===== src/rtl/pwm_duty_arbiter_if.sv =====
// Purpose : bundle of requester-side signals between the control requesters and the duty arbiter.
// Latency : n/a (wires only).
// Backpres: busy/en tell requesters when no grant can be issued; req is held until grant.
// Ports   : req/req_data from requesters; grant/duty/en/busy back from the arbiter.
interface pwm_duty_arbiter_if #(
  parameter int N       = 8,
  parameter int NUM_REQ = 4
);
  logic [NUM_REQ-1:0]   req;
  logic [NUM_REQ*N-1:0] req_data;
  logic [NUM_REQ-1:0]   grant;
  logic [N-1:0]         duty;
  logic                 en;
  logic                 busy;

  modport master (output req, req_data, input grant, duty, en, busy);
  modport slave  (input req, req_data, output grant, duty, en, busy);
endinterface


===== src/rtl/pwm_duty_arbiter.sv =====
// Purpose : round-robin arbiter sharing one PWM duty register among NUM_REQ requesters.
// Latency : req sampled at edge T -> grant/duty valid in cycle T+1; en/busy high for SETTLE_CYCLES after a change.
// Backpres: while settling, req is ignored (busy=1); requesters hold req/req_data until their grant.
// Ports   : clk, reset_n (async, active-low); bus = slave side of pwm_duty_arbiter_if.
module pwm_duty_arbiter #(
  parameter int N             = 8,
  parameter int NUM_REQ       = 4,
  parameter int SETTLE_CYCLES = 10
) (
  input  logic              clk,
  input  logic              reset_n,
  pwm_duty_arbiter_if.slave bus
);

  localparam int PW = $clog2(NUM_REQ);
  localparam int CW = $clog2(SETTLE_CYCLES + 1);

  typedef enum logic {
    ST_IDLE   = 1'b0,
    ST_SETTLE = 1'b1
  } state_t;

  state_t             r_state, w_state_nxt;
  logic [CW-1:0]      r_cnt, w_cnt_nxt;
  logic [PW-1:0]      r_last, w_last_nxt;
  logic [N-1:0]       r_duty, w_duty_nxt;
  logic [NUM_REQ-1:0] r_grant, w_grant_nxt;
  logic               r_en;
  logic               r_busy;

  logic [N-1:0]       w_data [NUM_REQ];
  logic               w_win_vld;
  logic [PW-1:0]      w_win_idx;

  // Search starts one past the last winner and wraps, so every requester
  // waits at most NUM_REQ-1 grants.
  function automatic logic [PW:0] rr_pick(input logic [NUM_REQ-1:0] req,
                                          input logic [PW-1:0]      last);
    logic          found;
    logic [PW-1:0] pick;
    logic [PW-1:0] idx;
    found = 1'b0;
    pick  = '0;
    for (int i = 1; i <= NUM_REQ; i++) begin
      idx = PW'((int'(last) + i) % NUM_REQ);
      if (!found && req[idx]) begin
        found = 1'b1;
        pick  = idx;
      end
    end
    return {found, pick};
  endfunction

  always_comb begin
    for (int i = 0; i < NUM_REQ; i++) begin
      w_data[i] = bus.req_data[i*N +: N];
    end
  end

  always_comb begin
    {w_win_vld, w_win_idx} = rr_pick(bus.req, r_last);
  end

  always_comb begin
    w_state_nxt = r_state;
    w_cnt_nxt   = r_cnt;
    w_last_nxt  = r_last;
    w_duty_nxt  = r_duty;
    w_grant_nxt = '0;
    case (r_state)
      ST_IDLE: begin
        if (w_win_vld) begin
          w_grant_nxt[w_win_idx] = 1'b1;
          w_last_nxt             = w_win_idx;
          // A same-value update is acknowledged but opens no settle window.
          if (w_data[w_win_idx] != r_duty) begin
            w_duty_nxt  = w_data[w_win_idx];
            w_cnt_nxt   = '0;
            w_state_nxt = ST_SETTLE;
          end
        end
      end
      ST_SETTLE: begin
        if (r_cnt == CW'(SETTLE_CYCLES - 1)) begin
          w_state_nxt = ST_IDLE;
          w_cnt_nxt   = '0;
        end else begin
          w_cnt_nxt = r_cnt + CW'(1);
        end
      end
      default: begin
        w_state_nxt = ST_IDLE;
        w_cnt_nxt   = '0;
      end
    endcase
  end

  always_ff @(posedge clk or negedge reset_n) begin
    if (!reset_n) begin
      r_state <= ST_IDLE;
      r_cnt   <= '0;
      r_last  <= PW'(NUM_REQ - 1);
      r_duty  <= '0;
      r_grant <= '0;
      r_en    <= 1'b0;
      r_busy  <= 1'b0;
    end else begin
      r_state <= w_state_nxt;
      r_cnt   <= w_cnt_nxt;
      r_last  <= w_last_nxt;
      r_duty  <= w_duty_nxt;
      r_grant <= w_grant_nxt;
      // en/busy are flopped copies of "next state is SETTLE" so they line up
      // with the state register without a combinational decode on the outputs.
      r_en    <= (w_state_nxt == ST_SETTLE);
      r_busy  <= (w_state_nxt == ST_SETTLE);
    end
  end

  assign bus.grant = r_grant;
  assign bus.duty  = r_duty;
  assign bus.en    = r_en;
  assign bus.busy  = r_busy;

endmodule

===== src/flat_wrapper.sv =====
// flat-port wrapper written by rule: the top's interface ports become plain ports
module pwm_duty_arbiter_flat 
#(
  parameter int N             = 8,
  parameter int NUM_REQ       = 4,
  parameter int SETTLE_CYCLES = 10
)
  (clk, reset_n, bus_req, bus_req_data, bus_grant, bus_duty, bus_en, bus_busy);
  pwm_duty_arbiter_if #(.N(N), .NUM_REQ(NUM_REQ)) bus_i ();
  input  logic clk;
  input  logic reset_n;
  input wire logic [$bits(bus_i.req)-1:0] bus_req;
  input wire logic [$bits(bus_i.req_data)-1:0] bus_req_data;
  output wire logic [$bits(bus_i.grant)-1:0] bus_grant;
  output wire logic [$bits(bus_i.duty)-1:0] bus_duty;
  output wire logic [$bits(bus_i.en)-1:0] bus_en;
  output wire logic [$bits(bus_i.busy)-1:0] bus_busy;
  assign bus_i.req = bus_req;
  assign bus_i.req_data = bus_req_data;
  assign bus_grant = bus_i.grant;
  assign bus_duty = bus_i.duty;
  assign bus_en = bus_i.en;
  assign bus_busy = bus_i.busy;
  pwm_duty_arbiter #(.N(N), .NUM_REQ(NUM_REQ), .SETTLE_CYCLES(SETTLE_CYCLES)) u_core (.clk(clk), .reset_n(reset_n), .bus(bus_i));
endmodule

===== config.mk =====
export PLATFORM = sky130hd
export DESIGN_NAME = pwm_duty_arbiter_flat
export DESIGN_NICKNAME = d
export VERILOG_FILES = /design/src/rtl/pwm_duty_arbiter_if.sv /design/src/rtl/pwm_duty_arbiter.sv /design/src/flat_wrapper.sv
export SDC_FILE = /design/constraint.sdc
export NUM_CORES = 1
export LEC_CHECK = 0
export CAP_MARGIN = 25
export CORE_MARGIN = 3
export CORE_UTILIZATION = 52
export CTS_BUF_LIST = sky130_fd_sc_hd__clkbuf_8
export DETAILED_ROUTE_END_ITERATION = 10
export HOLD_SLACK_MARGIN = 0.03
export PLACE_DENSITY = 0.86
export SLEW_MARGIN = 0
export SYNTH_ARGS = -nofsm -noshare
export SYNTH_HDL_FRONTEND = slang
export SYNTH_SLANG_ARGS = --single-unit

===== constraint.sdc =====
create_clock -name clk -period 6.3 [get_ports clk]
set_clock_uncertainty 0.2 [all_clocks]
set_input_delay 1.26 -clock clk [delete_from_list [all_inputs] [get_ports clk]]
set_output_delay 1.26 -clock clk [all_outputs]
set_load 0.005 [all_outputs]

Word-level counts from Yosys, hierarchy flattened
Index checks and enable logic that the tools add are counted.
{"block": "classes", "add_sub_neg": 5, "magnitude_cmp": 7, "eq_ne": 4, "muxes": 31, "bitwise": 2, "n_reduce_logical": 10}
{"op": "4-bit 2-to-1 mux", "count": 5}
{"op": "8-bit binary-select mux with 2-bit select", "count": 1}
{"op": "8-bit 2-to-1 mux", "count": 2}
{"op": "2-bit by 3-bit less-than comparator with 1-bit output, second input constant", "count": 5}
{"op": "1-bit 2-to-1 mux", "count": 12}
{"op": "1-bit binary-select mux with 2-bit select", "count": 4}
{"op": "2-bit 2-to-1 mux", "count": 4}
{"op": "8-bit inequality test", "count": 1}
{"op": "4-bit one-hot mux with 2 select lines", "count": 1}
{"op": "2-bit by 1-bit adder with 2-bit output, second input constant", "count": 2}
{"op": "2-bit adder, second input constant", "count": 2}
{"op": "4-bit by 1-bit adder with 4-bit output, second input constant", "count": 1}
{"op": "4-bit equality test, second input constant", "count": 1}
{"op": "1-bit logical AND", "count": 4}
{"op": "2-bit by 1-bit inequality test with 1-bit output, second input constant", "count": 2}
{"op": "2-bit AND reduction", "count": 2}
{"op": "3-bit greater-or-equal comparator, second input constant", "count": 1}
{"op": "1-bit zero test", "count": 3}
{"op": "2-bit NOT with 3-bit output", "count": 1}
{"op": "3-bit AND reduction", "count": 1}
{"op": "1-bit demux with 2-bit select", "count": 1}
{"op": "2-bit by 1-bit greater-or-equal comparator with 1-bit output, second input constant", "count": 1}
{"op": "1-bit one-hot mux with 2 select lines", "count": 1}
{"op": "1-bit NOT", "count": 1}
{"block": "word_totals", "ff_bits": 19, "input_bits": 38, "out_inout_bits": 14, "wordCells": 64}

Logic depth before layout (Yosys ltp)
Gate-level depths: netlist of the first run.
{"block": "depth", "word_depth": 21, "ltp_mapped": 9, "mapped_depth_nobuf": 7}

Least setup slack after synthesis of the first run
Ideal clock, no wire load.
{"block": "synth_timing", "path_kind": "in2reg", "from": "in bus_req[3]", "to": "reg u_core.r_duty[2] (netlist: u_core.bus.duty[2])", "setup_time_ps": 125, "arrival_ps": 3091, "required_ps": 5975, "setup_slack_ps": 2884, "cell_stages": 7, "n_path_buf": 0, "path_cell_list": "nor3b_2 > a31o_4 > nor2_4 > mux2_2 > a221oi_2 > a31oi_4 > mux2_4"}
{"block": "synth_between", "elab_chain_len": 18, "elab_cells_between_ends": 28, "classes_between": "eq/ne (1); mux (19); bitwise (1); reduce/logical (7)"}
{"element": "start: declaration", "line": "flat_wrapper.sv:12", "rtl": "input wire logic [$bits(bus_i.req)-1:0] bus_req;"}
{"element": "1-bit binary-select mux with 2-bit select", "line": "pwm_duty_arbiter.sv:46", "rtl": "if (!found && req[idx]) begin"}
{"element": "1-bit 2-to-1 mux (implied by the code)", "line": "pwm_duty_arbiter.sv:46"}
{"element": "1-bit 2-to-1 mux", "line": "pwm_duty_arbiter.sv:46"}
{"element": "1-bit zero test", "line": "pwm_duty_arbiter.sv:46"}
{"element": "1-bit logical AND", "line": "pwm_duty_arbiter.sv:46"}
{"element": "1-bit 2-to-1 mux", "line": "pwm_duty_arbiter.sv:46"}
{"element": "1-bit zero test", "line": "pwm_duty_arbiter.sv:46"}
{"element": "1-bit logical AND", "line": "pwm_duty_arbiter.sv:46"}
{"element": "1-bit 2-to-1 mux", "line": "pwm_duty_arbiter.sv:46"}
{"element": "1-bit zero test", "line": "pwm_duty_arbiter.sv:46"}
{"element": "1-bit logical AND", "line": "pwm_duty_arbiter.sv:46"}
{"element": "2-bit 2-to-1 mux", "line": "pwm_duty_arbiter.sv:46"}
{"element": "2-bit NOT with 3-bit output (implied by the code)", "line": "pwm_duty_arbiter.sv:76, pwm_duty_arbiter.sv:77"}
{"element": "8-bit binary-select mux with 2-bit select", "line": "pwm_duty_arbiter.sv:76, pwm_duty_arbiter.sv:77"}
{"element": "8-bit 2-to-1 mux (implied by the code) (2 in series)", "line": "pwm_duty_arbiter.sv:76, pwm_duty_arbiter.sv:77"}
{"element": "8-bit inequality test", "line": "pwm_duty_arbiter.sv:76", "rtl": "if (w_data[w_win_idx] != r_duty) begin"}
{"element": "3-bit AND reduction (no source line)"}
{"element": "end signal: assignment", "line": "pwm_duty_arbiter.sv:111", "rtl": "r_duty <= w_duty_nxt;"}
{"element": "end: declaration", "line": "pwm_duty_arbiter.sv:26", "rtl": "logic [N-1:0] r_duty, w_duty_nxt;"}
Parallel ways exist; a longest one is shown, timed or not. The select of a mux whose other input is x is not followed.
A chain may end at the register's enable or synchronous reset.

Worst setup path in the final report of the first run
{"block": "layout_timing", "from": "in bus_req[2]", "to": "reg u_core.r_duty[1] (netlist: u_core.bus.duty[1])"}
Same word-level chain as after synthesis.

==> flow_metrics.env, run 1 <==
export IMPL_rrSetupSlack_ps=2900
export IMPL_yosys_area_top_type="dfrtp_1"
export IMPL_endpoint_kind="register"
export IMPL_fin_tns_setup_ps=0
export IMPL_ys_seq_elements=19
export IMPL_drv_slew=0
export IMPL_dp_cells=283
export IMPL_die_area_mm2=0.00399
export IMPL_cp_max_fo=25
export IMPL_setup_viol=0
export IMPL_nFillCells=247
export IMPL_min_from="u_core.r_last[0]"
export IMPL_num_vias=1691
export IMPL_synth_cell_type_count=53
export IMPL_r2r_end="u_core.bus.duty[1]"
export IMPL_crit_type="input pin to register"
export IMPL_yosys_top_cells_count="nand2_1, dfrtp_1, inv_1"
export IMPL_clkTransAtPathRegs_ps=80
export IMPL_antenna_found_initial=0
export IMPL_avgSynthCellArea_um2=8.50
export IMPL_cts_hold_buf=0
export IMPL_hold_path_class="register to register"
export IMPL_grt_pass1_wl_mm=7.13
export IMPL_die_w_um=63.2
export IMPL_rows=20
export IMPL_cts_resized_gates=0
export IMPL_drc=0
export IMPL_dp_hpwl_mm=3.43
export IMPL_grt_ovfl_total=0
export IMPL_synth_area_mm2=0.00170
export IMPL_cts_buffers=3
export IMPL_grt_pass1_vias=1532
export IMPL_slew_headroom=0.404
export IMPL_clkSinkCount=19
export IMPL_first_iter_violations=117
export IMPL_period_needed_ps=4260
export IMPL_power_density_mw_per_mm2=395
export IMPL_synth_warnings=0
export IMPL_async_flop_share=1.00
export IMPL_syn2layout_area_growth_pct=32.7
export IMPL_antenna_left=0
export IMPL_drive_above_1_share=0.107
export IMPL_synth_top_area_share=0.250
export IMPL_top_level_ports=52
export IMPL_synthFlopType="dfrtp_1"
export IMPL_synth_most_common_cell="nand2_1"
export IMPL_layout_nets=284
export IMPL_area_sequential_um2=478
export IMPL_yosysSeqAreaShare=0.281
export IMPL_cap_viol_max_count=0
export IMPL_cp_data_required_time_ps=6260
export IMPL_vias_per_cell=5.89
export IMPL_synthCells=200
export IMPL_drt_total_wl_mm=4.52
export IMPL_rr_startpoint="u_core.r_last[1]"
export IMPL_grt_max_degree=26
export IMPL_leakagePower_nw=0.895
export IMPL_die_h_um=63.2
export IMPL_syn_num_nets=240
export IMPL_firstDrtPassIters=4
export IMPL_multi_input_area_mm2=0.00110
export IMPL_whs_endpoint="u_core.r_last[0]"
export IMPL_finalHoldViolCount=0
export IMPL_fin_crit_sh=0.676
export IMPL_outcome="completed"
export IMPL_tightest_slew_ps=892
export IMPL_n_antenna_cell=0
export IMPL_gp_congestion=0.912
export IMPL_post_drt_wl_per_cell_um=15.8
export IMPL_ir_worst_vdd_mv=0.230
export IMPL_cts_setup_buffers=0
export IMPL_synthTopCellsByArea="dfrtp_1, nand2_1, xnor2_1, xor2_1, mux2_4"
export IMPL_r2r_cells=7
export IMPL_clock_latency_ps=270
export IMPL_fmax_mhz=235
export IMPL_worst_ep_arrival_time_ps=4220
export IMPL_io_buffers=51
export IMPL_synth_edff_count=0
export IMPL_rsz0062_at_grt="false"
export IMPL_htree_levels=1
export IMPL_final_cells=287
export IMPL_cp_start_kind="input pin"
export IMPL_holdPathStages=2
export IMPL_root_buffer="clkbuf_8"
export IMPL_clock_path_buffers=2
export IMPL_start_util=0.552
export IMPL_track_usage=0.219
export IMPL_cts_tree="done"
export IMPL_core_area_mm2=0.00308
## worst max path at each step
stage                from                  to  cells after the start
6_report       bus_req[2]  u_core.bus.duty[1]                      8
5_1_grt        bus_req[3]  u_core.bus.duty[5]                      8
4_1_cts        bus_req[2]  u_core.bus.duty[1]                      8
3_5_place_dp   bus_req[2]  u_core.bus.duty[5]                      8
3_3_place_gp   bus_req[2]  u_core.bus.duty[4]                      8
2_1_floorplan  bus_req[3]  u_core.bus.duty[2]                      7
## cells in the final DEF (no fill, tap or decap), types with 3 or more instances in the layout
cell              n
a31oi_1           6
mux2i_1           6
xnor2_1          11
nor3_1            3
o22ai_1           4
and2_1            3
mux2_4            5
inv_1            14
nor4_1            4
clkdlybuf4s50_1  51
a2111oi_0         3
dfrtp_1          17
xor2_1            9
nor2_1            8
clkbuf_8          3
a21oi_1          11
nand3_1           3
o21ai_0           7
nand2_1          29
nand2b_1          3
a211oi_1          6
## state kept, by name, indices dropped and copies added, names as in the netlist
register and count:
u_core.r_cnt 4, u_core.bus.grant 4, u_core.r_last 2, u_core.bus.duty 8
u_core.r_state 1
## per-stage QoR
stage | setup WS, ps | util | total power [mW] | cell area [um2] | hold WS [ps]
2_1_floorplan | 2880 | - | 0.630 | 1700 | 286
3_3_place_gp | 1920 | 0.717 | 0.773 | 2210 | 302
3_5_place_dp | 1830 | 0.717 | 0.790 | 2210 | 313
4_1_cts | 2080 | 0.733 | 0.885 | 2260 | 324
5_1_grt | 1930 | 0.733 | 0.951 | 2260 | 355
6_report | 2040 | 0.733 | 0.891 | 2260 | 326
## metal layers
metal  GRT usage  part of all wire
met1       0.314              0.44
met2       0.349              0.47
met3      0.0143             0.070
met4      0.0782             0.021
met5           0                 0
## critical path, stage by stage
cell and delay [ps]:
clkdlybuf4s50_1 610, nand2b_4 80, a31o_4 270, nor2_4 500
mux2_2 410, a221oi_2 430, a31oi_4 290, mux2_4 360
## logic make-up after synthesis
| family | synth area share |
|---|---|
| mux | 0.0927 |
| simple gates | 0.181 |
| flops | 0.281 |
| buf+inv | 0.0692 |
| compound gates | 0.258 |
| fa+ha+maj | 0.0147 |
| xor+xnor | 0.103 |
## layout make-up
cell class / instances / share of cell area
clock buffer: 3 / 0.0183
clock inverter: 1 / 0.00333
inverter: 14 / 0.0233
multi-input combinational: 154 / 0.489
sequential: 19 / 0.212
tap: 44 / 0.0244
timing repair buffer: 52 / 0.229
## report_power, final
part	internal, mW	switching (mW)	total, mW
Sequential	0.178	0.0838	0.262
Clock	0.0448	0.0478	0.0926
Combinational	0.274	0.263	0.537
(Power assumes the default switching activity.)
==> inputs of run 2 (changes only) <==
- CORE_UTILIZATION: 52 -> 44
- PLACE_DENSITY: 0.86 -> 0.77
- clock period: 6.3 -> 3.5 ns (I/O delays scaled with it)
==> run 2 against run 1 <==
Effect of this change: non-clock buffer count up 15; clock power up 74%; largest cell class unchanged; cell count up 5.9%; routed wire length up 2.8%; sequential share of layout area down 1.0 points; core utilization down 6.0 points; cell area up 5.1%; largest power group unchanged.
==> flow_metrics.env, run 2 (synthesis results as in run 1) <==
export IMPL_outcome="completed"
export IMPL_power_mw=1.68
export IMPL_track_usage=0.214
export IMPL_finalHoldViolCount=0
export IMPL_cts_hold_buf=0
export IMPL_layout_commonest_cell="clkdlybuf4s50_1"
export IMPL_largest_reg_flops=8
export IMPL_layout_nets=299
export IMPL_antenna_found_initial=0
export IMPL_clock_latency_ps=260
export IMPL_hold_path_class="register to register"
export IMPL_setup_slack_ps=215
export IMPL_post_drt_wl_per_cell_um=15.3
export IMPL_fin_tns_setup_ps=0
export IMPL_drt_total_wl_mm=4.65
export IMPL_rrSetupSlack_ps=540
export IMPL_clock_path_buffers=2
export IMPL_gp_congestion=0.890
export IMPL_rows=21
export IMPL_crit_type="input pin to register"
export IMPL_slew_headroom=0.390
export IMPL_post_route_util=0.674
export IMPL_tightest_slew_ps=913
export IMPL_top_level_ports=52
export IMPL_die_h_um=68.2
export IMPL_drive_above_1_share=0.159
export IMPL_first_iter_violations=84
export IMPL_dp_hpwl_mm=3.69
export IMPL_clkTransAtPathRegs_ps=80
export IMPL_syn2layout_area_growth_pct=39.5
export IMPL_ir_worst_vdd_mv=0.304
export IMPL_drc=0
export IMPL_dp_slack_ps=-24.0
export IMPL_met2_usage=0.342
export IMPL_rsz0062_at_grt="false"
export IMPL_cp_max_fo=7
export IMPL_cts_setup_buffers=0
export IMPL_clkSinkCount=19
export IMPL_grt_pass1_wl_mm=7.42
export IMPL_busiest_layer="met2"
export IMPL_endpoint_kind="register"
export IMPL_die_w_um=68.2
export IMPL_n_antenna_cell=0
export IMPL_firstDrtPassIters=4
export IMPL_grt_pass1_vias=1634
export IMPL_vias_per_cell=5.48
export IMPL_cp_start_kind="input pin"
export IMPL_cap_viol_max_count=0
export IMPL_setup_viol=0
export IMPL_final_area_mm2=0.00237
export IMPL_htree_levels=1
export IMPL_final_cells=304
export IMPL_fin_crit_sh=0.939
export IMPL_holdWs_ps=321
export IMPL_period_needed_ps=3280
export IMPL_antenna_left=0
export IMPL_cp_data_required_time_ps=3480
export IMPL_fmax_mhz=304
export IMPL_worst_ep_arrival_time_ps=3270
export IMPL_grt_use_met3=0.0312
export IMPL_cts_resized_gates=0
export IMPL_cts_tree="done"
export IMPL_use_met1=0.290
export IMPL_dpl_instance_area_mm2=0.00232
export IMPL_start_util=0.483
export IMPL_power_density_mw_per_mm2=709
export IMPL_leakagePower_nw=0.969
export IMPL_drv_slew=0
export IMPL_root_buffer="clkbuf_8"
export IMPL_num_vias=1666
export IMPL_grt_ovfl_total=0
export IMPL_core_area_mm2=0.00352
export IMPL_nFillCells=294
export IMPL_layout_common_cells="clkdlybuf4s50_1, nand2_1, dfrtp_1"
export IMPL_die_area_mm2=0.00465
export IMPL_grt_max_degree=20
export IMPL_io_buffers=51
export IMPL_cts_buffers=3
export IMPL_dp_cells=300
run 2: cell types whose count changed in the layout (fill, tap and decap cells not counted), sizes merged:
cell | previous run | this run
buf | 1 | 16
run 2: layer usage:
metal,vias up,share of wire
met1,767,0.46
met2,58,0.47
met4,0,0.017
met5,-,0
met3,6,0.051
li1,835,-
run 2: area by class of cell:
class	count	area [um2]	area share
Clock buffer	3	41.3	0.0174
Clock inverter	1	7.51	0.00316
Inverter	14	52.6	0.0222
Multi-Input combinational cell	154	1100	0.466
Sequential cell	19	478	0.201
Tap cell	46	57.6	0.0243
Timing Repair Buffer	67	631	0.266
run 2: power by group:
group	internal, mW	total (mW)	leakage, nW	switching (mW)
combinational	0.561	1.04	0.716	0.484
sequential	0.320	0.475	0.231	0.155
clock	0.0804	0.161	0.0217	0.0807
run 2: worst max-delay path, stage by stage:
cell and delay [ps]:
clkdlybuf4s50_1 490, nor3b_2 210, a31oi_1 330, a21oi_1 130, a2111oi_0 520, a221oi_2 130
a31oi_4 370, buf_4 200, mux2i_1 180
run 2: path summary, 6_finish.rpt:
path | from | to | cells after the start
max | bus_req[3] | u_core.bus.duty[0] | 9
min | u_core.r_last[0] | u_core.r_last[0] | 2
max reg2reg | u_core.r_last[1] | u_core.bus.duty[0] | 8
min reg2reg | u_core.r_last[0] | u_core.r_last[0] | 2
max in group asynchronous | reset_n | u_core.bus.grant[0] | 1
min in group asynchronous | reset_n | u_core.bus.duty[3] | 1
==> inputs of run 3 (changes only) <==
- ABC_AREA: not set -> 1
- CORE_UTILIZATION: 44 -> 43
==> run 3 against run 2 <==
Effect of this change: fmax increased by 5.1%; largest power group unchanged; core utilization is 4.6 points lower; critical endpoint is now u_core.bus.duty[4]; via count down 0.54%; first-iteration DRC count down 24%; cell area decreased by 9.5%; largest cell class unchanged; critical path type unchanged; count of clock-buffer cells in the layout unchanged; sequential share of layout area is 2.1 points higher.
==> flow_metrics.env, run 3 <==
export IMPL_hold_path_class="register to register"
export IMPL_synthAdderAreaFrac=0.0161
export IMPL_cap_viol_max_count=0
export IMPL_die_area_mm2=0.00438
export IMPL_leakagePower_nw=1.12
export IMPL_layout_common_cells="nand2_1, clkdlybuf4s50_1, nand3_1"
export IMPL_synth_xor_area_share=0.0113
export IMPL_first_iter_violations=64
export IMPL_synth_most_common_cell="nand2_1"
export IMPL_num_vias=1657
export IMPL_tightest_slew_ps=839
export IMPL_syn_num_nets=288
export IMPL_vias_per_cell=4.82
export IMPL_synth_compound_area_share=0.0217
export IMPL_ys_seq_elements=19
export IMPL_outcome="completed"
export IMPL_post_drt_wl_per_cell_um=11.2
export IMPL_clock_latency_ps=260
export IMPL_clkSinkCount=19
export IMPL_yosys_top_cells_count="nand2_1, nand3_1, inv_1"
export IMPL_cp_max_fo=11
export IMPL_rrSetupSlack_ps=500
export IMPL_synth_area_mm2=0.00156
export IMPL_firstDrtPassIters=4
export IMPL_async_flop_share=1.00
export IMPL_drt_total_wl_mm=3.85
export IMPL_core_area_mm2=0.00342
export IMPL_r2r_end="u_core.bus.duty[4]"
export IMPL_slew_headroom=0.439
export IMPL_drv_slew=0
export IMPL_synth_top_area_share=0.273
export IMPL_root_buffer="clkbuf_8"
export IMPL_fin_tns_setup_ps=0
export IMPL_synth_top_family_by_area="simple AND/OR/NAND/NOR gates"
export IMPL_rr_startpoint="u_core.r_last[1]"
export IMPL_ir_worst_vdd_mv=0.541
export IMPL_top_level_ports=52
export IMPL_cts_resized_gates=0
export IMPL_clkTransAtPathRegs_ps=70
export IMPL_die_w_um=66.2
export IMPL_grt_pass1_wl_mm=6.42
export IMPL_rows=21
export IMPL_final_cells=344
export IMPL_yosys_mux_area_fraction=0
export IMPL_grt_pass1_vias=1503
export IMPL_fmax_mhz=320
export IMPL_largest_reg_flops=8
export IMPL_grt_max_degree=20
export IMPL_synth_cell_type_count=27
export IMPL_clock_path_buffers=2
export IMPL_cp_data_required_time_ps=3490
export IMPL_avgSynthCellArea_um2=6.28
export IMPL_layout_commonest_cell="nand2_1"
export IMPL_synth_edff_count=0
export IMPL_yosysSeqAreaShare=0.307
export IMPL_dp_hpwl_mm=2.86
export IMPL_cp_start_kind="input pin"
export IMPL_antenna_found_initial=0
export IMPL_crit_type="input pin to register"
export IMPL_fin_crit_sh=0.893
export IMPL_cts_tree="done"
export IMPL_worst_ep_arrival_time_ps=3120
export IMPL_multi_input_area_um2=920
export IMPL_track_usage=0.183
export IMPL_setup_slack_ps=375
export IMPL_n_antenna_cell=0
export IMPL_area_sequential_um2=478
export IMPL_drive_above_1_share=0.0906
export IMPL_synthFlopType="dfrtp_1"
export IMPL_cts_setup_buffers=0
export IMPL_min_from="u_core.r_cnt[3]"
export IMPL_cts_hold_buf=0
export IMPL_htree_levels=1
export IMPL_whs_endpoint="u_core.r_cnt[3]"
export IMPL_synthSimpleGateAreaFrac=0.542
export IMPL_holdPathStages=2
export IMPL_dp_cells=340
export IMPL_grt_ovfl_total=0
export IMPL_rsz0062_at_grt="false"
export IMPL_antenna_left=0
export IMPL_holdWs_ps=307
export IMPL_setup_viol=0
export IMPL_nFillCells=323
export IMPL_syn2layout_area_growth_pct=37.9
export IMPL_power_density_mw_per_mm2=1030
export IMPL_synthTopCellsByArea="dfrtp_1, nand2_1, nand3_1, inv_1, dfstp_2"
export IMPL_r2r_cells=20
export IMPL_cts_buffers=3
export IMPL_layout_nets=339
export IMPL_endpoint_kind="register"
export IMPL_start_util=0.456
export IMPL_finalHoldViolCount=0
export IMPL_yosys_area_top_type="dfrtp_1"
export IMPL_die_h_um=66.2
export IMPL_io_buffers=51
export IMPL_drc=0
export IMPL_period_needed_ps=3130
export IMPL_synthCells=248
export IMPL_dp_slack_ps=88.2
export IMPL_synth_warnings=0
export IMPL_gp_congestion=0.876
## run 3: changes by cell type after synthesis, sizes merged, moves of 7 or more
cell,before,now
a21oi,11,3
a31oi,8,0
clkbuf,8,0
inv,14,29
mux2,7,0
nand2,29,112
nand3,3,50
xnor2,11,0
xor2,9,2
## run 3: worst max path at each step
stage | to | slack, ps | from | depth (start not counted)
floorplan | u_core.r_state | 870 | u_core.r_last[1] | 21
global placement | u_core.bus.duty[5] | 120 | bus_req[2] | 22
detailed placement | u_core.bus.duty[3] | 90 | bus_req[2] | 20
CTS | u_core.bus.duty[4] | 350 | bus_req[2] | 20
global route | u_core.bus.duty[2] | 30 | bus_req[0] | 20
finish | u_core.bus.duty[4] | 370 | bus_req[3] | 20
## run 3: power breakdown
part	internal [mW]	switching, mW
Combinational	0.623	0.991
Clock	0.0802	0.0749
Sequential	0.326	0.107
## run 3: critical path, cell delays in order
cell and delay (ps):
clkdlybuf4s50_1 420, inv_1 60, nand2_1 60, nand3_1 100
nand2_1 90, nor2_4 130, nand2_1 50, nor2_1 140
nand2_1 70, nand2_1 320, nand3_1 160, nand2_1 120
nand2_1 50, nand2_1 50, nand2_1 50, nor2_2 160
nand2_4 120, nand3_4 140, nand2_1 70, nand2_1 50
## run 3: logic make-up (layout without fill, tap and decap cells)
group | Yosys count | count (layout)
buf+inv | 37 | 87
compound gates | 6 | 6
xor+xnor | 2 | 2
flops | 19 | 19
fa+ha+maj | 2 | 2
simple gates | 182 | 182
## run 3: through the flow
| stage | total power [mW] | utilization | area [um2] |
|---|---|---|---|
| after global routing | 2.48 | 0.628 | 2150 |
| after global placement | 2.05 | 0.614 | 2100 |
| after floorplan | 1.64 | - | 1560 |
| after detailed placement | 2.05 | 0.614 | 2100 |
| final | 2.20 | 0.628 | 2150 |
| after CTS | 2.22 | 0.628 | 2150 |
## run 3: layer usage
metal	up-vias	global-route usage	share of wire
met5	-	0	0
met4	0	0.0305	0.011
met3	4	0.0289	0.063
met2	42	0.337	0.47
met1	723	0.226	0.45
li1	888	-	-
## run 3: final cells by class
class / instances / area share
Multi-Input combinational cell: 192 / 0.429
Inverter: 29 / 0.0507
Clock buffer: 3 / 0.0192
Timing Repair Buffer: 54 / 0.248
Clock inverter: 1 / 0.00350
Tap cell: 46 / 0.0268
Sequential cell: 19 / 0.223
